File: config.mk
export PLATFORM = sky130hd
export DESIGN_NAME = hazard_scheduler
export DESIGN_NICKNAME = d
export VERILOG_FILES = /design/src/rtl/hazard_scheduler.sv
export SDC_FILE = /design/constraint.sdc
export NUM_CORES = 1
export LEC_CHECK = 0
export CAP_MARGIN = 20
export CORE_ASPECT_RATIO = 1.5
export CORE_UTILIZATION = 55
export DETAILED_ROUTE_END_ITERATION = 8
export GPL_TIMING_DRIVEN = 0
export PLACE_DENSITY = 0.83
export SLEW_MARGIN = 10
export SYNTH_ARGS = -nofsm -noshare
export SYNTH_HDL_FRONTEND = slang
export SYNTH_SLANG_ARGS = --single-unit
File: constraint.sdc
create_clock -name clk -period 4.05 [get_ports clk]
set_input_delay 0.81 -clock clk [delete_from_list [all_inputs] [get_ports clk]]
set_output_delay 0.81 -clock clk [all_outputs]
set_load 0.01 [all_outputs]
File: src/rtl/hazard_scheduler.sv
// RAW hazard stall / redirect flush sequencer for a 5-stage pipeline, with saturating perf counters.
// Outputs are combinational from ID inputs and scoreboard (0-cycle latency); enable=0 freezes all state and forces outputs low.
module hazard_scheduler #(
  parameter bit          WB_RF_BYPASS = 1'b0,
  parameter int unsigned FLUSH_CYCLES = 0,
  parameter int unsigned CNT_W        = 16
) (
  input  logic             clk,
  input  logic             arst_n,
  input  logic             enable,
  input  logic             id_valid,
  input  logic [4:0]       id_rs,
  input  logic [4:0]       id_rt,
  input  logic             id_uses_rs,
  input  logic             id_uses_rt,
  input  logic             id_reg_write,
  input  logic [4:0]       id_waddr,
  input  logic             ex_redirect,
  output logic             stall,
  output logic             bubble,
  output logic             flush,
  output logic [CNT_W-1:0] stall_cnt,
  output logic [CNT_W-1:0] flush_cnt
);

  typedef struct packed {
    logic       valid;
    logic [4:0] waddr;
  } sb_entry_t;

  typedef enum logic {IDLE, FLUSH} state_t;

  localparam logic [2:0] FC_LOAD = 3'(FLUSH_CYCLES);

  sb_entry_t sb_ex, sb_mem, sb_wb, issue;
  state_t    state, state_next;
  logic [2:0] fc, fc_next;
  logic      rs_hit, rt_hit, hazard, kill;

  function automatic logic src_hit(input logic [4:0] src, input sb_entry_t e);
    return e.valid && (e.waddr == src);
  endfunction

  // $0 is hardwired, so it never matches; WB is skipped when the RF forwards same-cycle writes.
  always_comb begin
    rs_hit = id_uses_rs && (id_rs != 5'd0) &&
             (src_hit(id_rs, sb_ex) || src_hit(id_rs, sb_mem) ||
              (!WB_RF_BYPASS && src_hit(id_rs, sb_wb)));
    rt_hit = id_uses_rt && (id_rt != 5'd0) &&
             (src_hit(id_rt, sb_ex) || src_hit(id_rt, sb_mem) ||
              (!WB_RF_BYPASS && src_hit(id_rt, sb_wb)));
    hazard = id_valid && (rs_hit || rt_hit);
    kill   = ex_redirect || (state == FLUSH);
    flush  = enable && kill;
    stall  = enable && hazard && !kill;
    bubble = stall || flush;
    issue.valid = id_valid && id_reg_write && (id_waddr != 5'd0) && !stall && !flush;
    issue.waddr = id_waddr;
  end

  always_comb begin
    state_next = state;
    fc_next    = fc;
    case (state)
      IDLE: begin
        if (ex_redirect && (FLUSH_CYCLES != 0)) begin
          state_next = FLUSH;
          fc_next    = FC_LOAD;
        end
      end
      FLUSH: begin
        if (ex_redirect) begin
          fc_next = FC_LOAD;
        end else if (fc == 3'd1) begin
          state_next = IDLE;
          fc_next    = 3'd0;
        end else begin
          fc_next = fc - 3'd1;
        end
      end
      default: begin
        state_next = IDLE;
        fc_next    = 3'd0;
      end
    endcase
  end

  always_ff @(posedge clk or negedge arst_n) begin
    if (!arst_n) begin
      sb_ex     <= '0;
      sb_mem    <= '0;
      sb_wb     <= '0;
      state     <= IDLE;
      fc        <= 3'd0;
      stall_cnt <= '0;
      flush_cnt <= '0;
    end else if (enable) begin
      sb_wb  <= sb_mem;
      sb_mem <= sb_ex;
      sb_ex  <= issue;
      state  <= state_next;
      fc     <= fc_next;
      if (stall && (stall_cnt != '1)) stall_cnt <= stall_cnt + CNT_W'(1);
      if (flush && (flush_cnt != '1)) flush_cnt <= flush_cnt + CNT_W'(1);
    end
  end

endmodule

======== Word level (Yosys, flattened, before mapping) ========
Index checks and enable logic that the tools add are counted.
operators by class
  $add $sub $neg .......................... 3
  multiplexer cells ....................... 5
  reduce and logical (&&, ||, !) cells .... 36
  equality and inequality tests ........... 9
operator list
  kind                     count
  $add A16 B1 Y16 const B  2
  $ne A16 B16 Y1 const B   2
  $eq A5 B5 Y1             6
  $logic_and A1 B1 Y1      20
  $reduce_bool A5 Y1       3
  $logic_or A1 B1 Y1       7
  $mux W3                  2
  $reduce_and A2 Y1        3
  $eq A3 B1 Y1 const B     1
  $logic_not A1 Y1         3
  $mux W1                  3
  $sub A3 B1 Y3 const B    1
word-level totals
  input port bits ......................... 23
  bits in registers ....................... 54
  logic and storage cells ................. 63
  output and inout port bits .............. 35

======== Depth between registers and ports, before layout ========
  depth after elaboration ................. 12
  depth in mapped cells ................... 8
  gate-level depth less buffers ........... 7

======== Worst setup path before layout ========
Ideal clock, no wire load.
  path type ............................... input-to-output
  from .................................... input port id_rs[1]
  to ...................................... output port bubble
  arrival ................................. 2.105 ns
  setup slack ............................. 1.135 ns
  path buffers ............................ 0
  required time ........................... 3.240 ns
  cell stages on the path ................. 6
  path through ............................ or4_1 o21ai_1 a31oi_2 nor2_1 nor2b_1 or2_2
on the way
  longest elaborated chain between the ends .. 10
  elaborated cells between the ends (all ways) .. 16
  those cells by class .................... eq/ne: 3; reduce/logical: 13
ends and longest elaborated chain
  what                                 RTL line  source
  from (decl)                          12        input logic [4:0] id_rs,
  $eq A5 B5 Y1                         41        return e.valid && (e.waddr == src);
  $logic_and A1 B1 Y1                  41
  $logic_or A1 B1 Y1 (2 in series)     47        (src_hit(id_rs, sb_ex) || src_hit(id_rs, sb_mem) ||
  $logic_and A1 B1 Y1 *                46        rs_hit = id_uses_rs && (id_rs != 5'd0) &&
  $logic_or A1 B1 Y1 *                 52        hazard = id_valid && (rs_hit || rt_hit);
  $logic_and A1 B1 Y1 *                52
  $logic_and A1 B1 Y1 * (2 in series)  55        stall = enable && hazard && !kill;
  via stall                            19        output logic stall,
  $logic_or A1 B1 Y1 *                 56        bubble = stall || flush;
  to (decl)                            20        output logic bubble,
Mark *: on every way through the listed nets, which the timed path passes. The rest lies on a longest branch.

======== Final worst setup path ========
  from .................................... input port id_rt[1]
  to ...................................... output port bubble
on the way
  longest elaborated chain between the ends .. 10
  elaborated cells between the ends (all ways) .. 16
  those cells by class .................... eq/ne: 3; reduce/logical: 13
ends and longest elaborated chain
  what                                 RTL line  source
  from (decl)                          13        input logic [4:0] id_rt,
  $eq A5 B5 Y1                         41
  $logic_and A1 B1 Y1                  41
  $logic_or A1 B1 Y1 (2 in series)     50        (src_hit(id_rt, sb_ex) || src_hit(id_rt, sb_mem) ||
  $logic_and A1 B1 Y1 *                49        rt_hit = id_uses_rt && (id_rt != 5'd0) &&
  $logic_or A1 B1 Y1 *                 52
  $logic_and A1 B1 Y1 *                52
  $logic_and A1 B1 Y1 * (2 in series)  55
  $logic_or A1 B1 Y1 *                 56
Mark *: on every way between the ends. The rest lies on a longest branch, timed or not.

==> flow_metrics.env <==
export IMPL_std_cell_rows=31
export IMPL_clkTransAtPathRegs_ns=0.09
export IMPL_worstSetupPathType="input pin to output pin"
export IMPL_die_h_um=89.0
export IMPL_peakVddDrop_mv=0.265
export IMPL_synth_area_leaders="dfrtp_1, xor2_1, xnor2_1"
export IMPL_netlist_top_cells_count="dfrtp_1, xor2_1, xnor2_1"
export IMPL_reg2reg_slack_ns=1.80
export IMPL_fin_cells=376
export IMPL_p_total_mw=1.33
export IMPL_drv_cap=0
export IMPL_syn_area_um2=2780
export IMPL_synth_distinct_cells=35
export IMPL_ff2ff_path_depth=6
export IMPL_leakagePower_nw=1.55
export IMPL_cts_tree="built"
export IMPL_dpl_instance_area_um2=3440
export IMPL_powerDensity_nw_per_um2=372
export IMPL_dr_first_iter_drc_count=125
export IMPL_syn_nets=271
export IMPL_synth_seq_cells=54
export IMPL_min_path_type="input pin to asynchronous set/reset pin"
export IMPL_synth_area_per_cell_um2=11.4
export IMPL_hold_violations=0
export IMPL_synth_top_area_cell="dfrtp_1"
export IMPL_core_um2=4850
export IMPL_crit_slowest_cell="or4_1"
export IMPL_drcViolationCount=0
export IMPL_htreeDepth=2
export IMPL_period_share_pct=96.2
export IMPL_r2r_start="stall_cnt[0]"
export IMPL_synthToLayoutAreaGrowth_pct=28.9
export IMPL_hold_slack_ns=0.478
export IMPL_critPathLaunch="id_rt[1]"
export IMPL_design_area_um2=3580
export IMPL_clk_latency_ns=0.30
export IMPL_crit_top_cell="clkdlybuf4s50_1"
export IMPL_die_area_um2=5340
export IMPL_antenna_found_initial=0
export IMPL_wl_per_cell_um=15.3
export IMPL_place_inst=368
export IMPL_end_kind="output pin"
export IMPL_arrival_ns=3.08
export IMPL_portBuffers=57
export IMPL_synth_cells=244
export IMPL_crit_path_cell_trace="clkdlybuf4s50_1, or4_1, o21ai_2, a31oi_4, nor2_2, nor2b_2, or2_2, clkdlybuf4s50_1"
export IMPL_drv_slew=0
export IMPL_max_clock_freq_ghz=0.257
export IMPL_initial_utilization_pct=57.2
export IMPL_clockBufferDepth=2
export IMPL_start_kind="input pin"
export IMPL_synth_top_cell_area_share_pct=48.7
export IMPL_vias=2035
export IMPL_yosysWarnings=0
export IMPL_nets=337
export IMPL_crit_cells=8
export IMPL_cts_hold_buf=0
export IMPL_drive_gt1_share_pct=13.2
export IMPL_r2r_end="stall_cnt[1]"
export IMPL_clockRootBuffer="clkbuf_8"
export IMPL_via_per_inst=5.41
export IMPL_critical_path_buf_inv_count=2
export IMPL_critPathTopFamily="simple AND/OR/NAND/NOR gates"
export IMPL_antenna_left=0
export IMPL_grt_ovfl_total=0
export IMPL_fin_util_pct=73.8
export IMPL_hpwl_um=4450
export IMPL_outcome="finished, final reports clean"
export IMPL_synth_ff_type="dfrtp_1"
export IMPL_drtPass1Iterations=4
export IMPL_tightest_slew_ns=0.595
export IMPL_io_pins=58
export IMPL_gr_usage_all_layers_pct=24.4
export IMPL_die_w_um=60
export IMPL_skew_ns=0.00691
export IMPL_cp_max_fo=4
export IMPL_diodes=0
export IMPL_grt_first_pass_wirelength_um=9740
export IMPL_ys_seq_area_share_pct=48.7
export IMPL_yosysMostFrequentCell="dfrtp_1"
export IMPL_setup_viol=0
export IMPL_slew_headroom_pct=60.3
export IMPL_worstPathRequired_ns=3.24
export IMPL_synth_enable_flop_cells=0
export IMPL_cts_sinks=54
export IMPL_max_stage_delay_ns=0.57
export IMPL_cts_made_buffers=5
export IMPL_period_minus_slack_ns=3.89
export IMPL_gp_congestion=0.884
export IMPL_routed_wirelength_um=5750
export IMPL_grt_max_degree=33
export IMPL_crit_end="bubble"
export IMPL_synthArstFlopShare_pct=100
export IMPL_grt_pass1_vias=2087
worst min path at each step:
stage	to	depth (start not counted)
after floorplan	fc[1]	2
after global placement	fc[1]	2
after detailed placement	fc[1]	2
after CTS	stall_cnt[3]	1
after global routing	stall_cnt[3]	1
final	stall_cnt[3]	1
logic make-up (layout without fill, tap and decap cells):
logic type / count (synthesis) / in the layout / share of synthesized area, %
AOI/OAI and AO/OA: 15 / 15 / 4.06
xor gates and xnor gates: 59 / 59 / 18.6
adders and majority gates: 4 / 4 / 1.80
buffers and inverters: 12 / 78 / 1.89
DFF: 54 / 54 / 48.7
muxes: 21 / 21 / 8.48
and+or+nand+nor: 79 / 79 / 16.5
routing by layer:
layer,vias to the layer above,wire length [µm],GRT usage (%)
li1,983,-,-
met1,994,2230,27.5
met2,46,3230,44.4
met3,12,153,3.33
met4,0,140,11.4
met5,-,0,0
layout make-up:
cell class	instances	area (µm²)
multi-input cells	178	1410
flip-flops and latches	54	1350
fillers	347	1270
repair buffers	59	606
well taps	66	82.6
clock buffers	7	76.3
inverters	9	33.8
plain buffers	3	18.8
repair_timing:
item,in CTS,in global routing
endpoints found under the setup margin,1,2
setup buffers,0,1
pin swaps,0,4
resized for setup,1,12
report_power, final:
part / internal (mW) / total, mW / switching, mW
sequential: 0.617 / 0.713 / 0.0966
clock: 0.119 / 0.278 / 0.158
combinational: 0.194 / 0.338 / 0.144
flip-flops by register name, summed over array words and instances (netlist names):
| name | cells |
|---|---|
| state | 1 |
| fc | 3 |
| sb_ex | 6 |
| flush_cnt | 16 |
| sb_mem | 6 |
| stall_cnt | 16 |
| sb_wb | 6 |
cell usage in the layout (no fill, tap or decap), drive strengths merged, types with 3 or more instances in the layout:
| cell | count |
|---|---|
| clkbuf | 7 |
| nor3 | 6 |
| mux2 | 20 |
| nand4 | 8 |
| dlymetal6s2s | 5 |
| and4 | 3 |
| inv | 9 |
| nor2 | 5 |
| dfrtp | 54 |
| nand3 | 17 |
| or4 | 3 |
| and3 | 4 |
| nand2 | 16 |
| clkdlybuf4s50 | 51 |
| ha | 4 |
| buf | 6 |
| xnor2 | 23 |
| xor2 | 36 |
| a31oi | 3 |
| o21ai | 4 |
| nor4 | 13 |
stage by stage:
step	TNS [ns]	setup WS, ns
4_1_cts	0	0.00807
6_report	0	0.155
3_3_place_gp	0	0.0176
3_5_place_dp	-0.0141	-0.0141
5_1_grt	-0.0236	-0.0236
2_1_floorplan	0	1.13
Note: power is estimated with default switching activity, not from simulation.
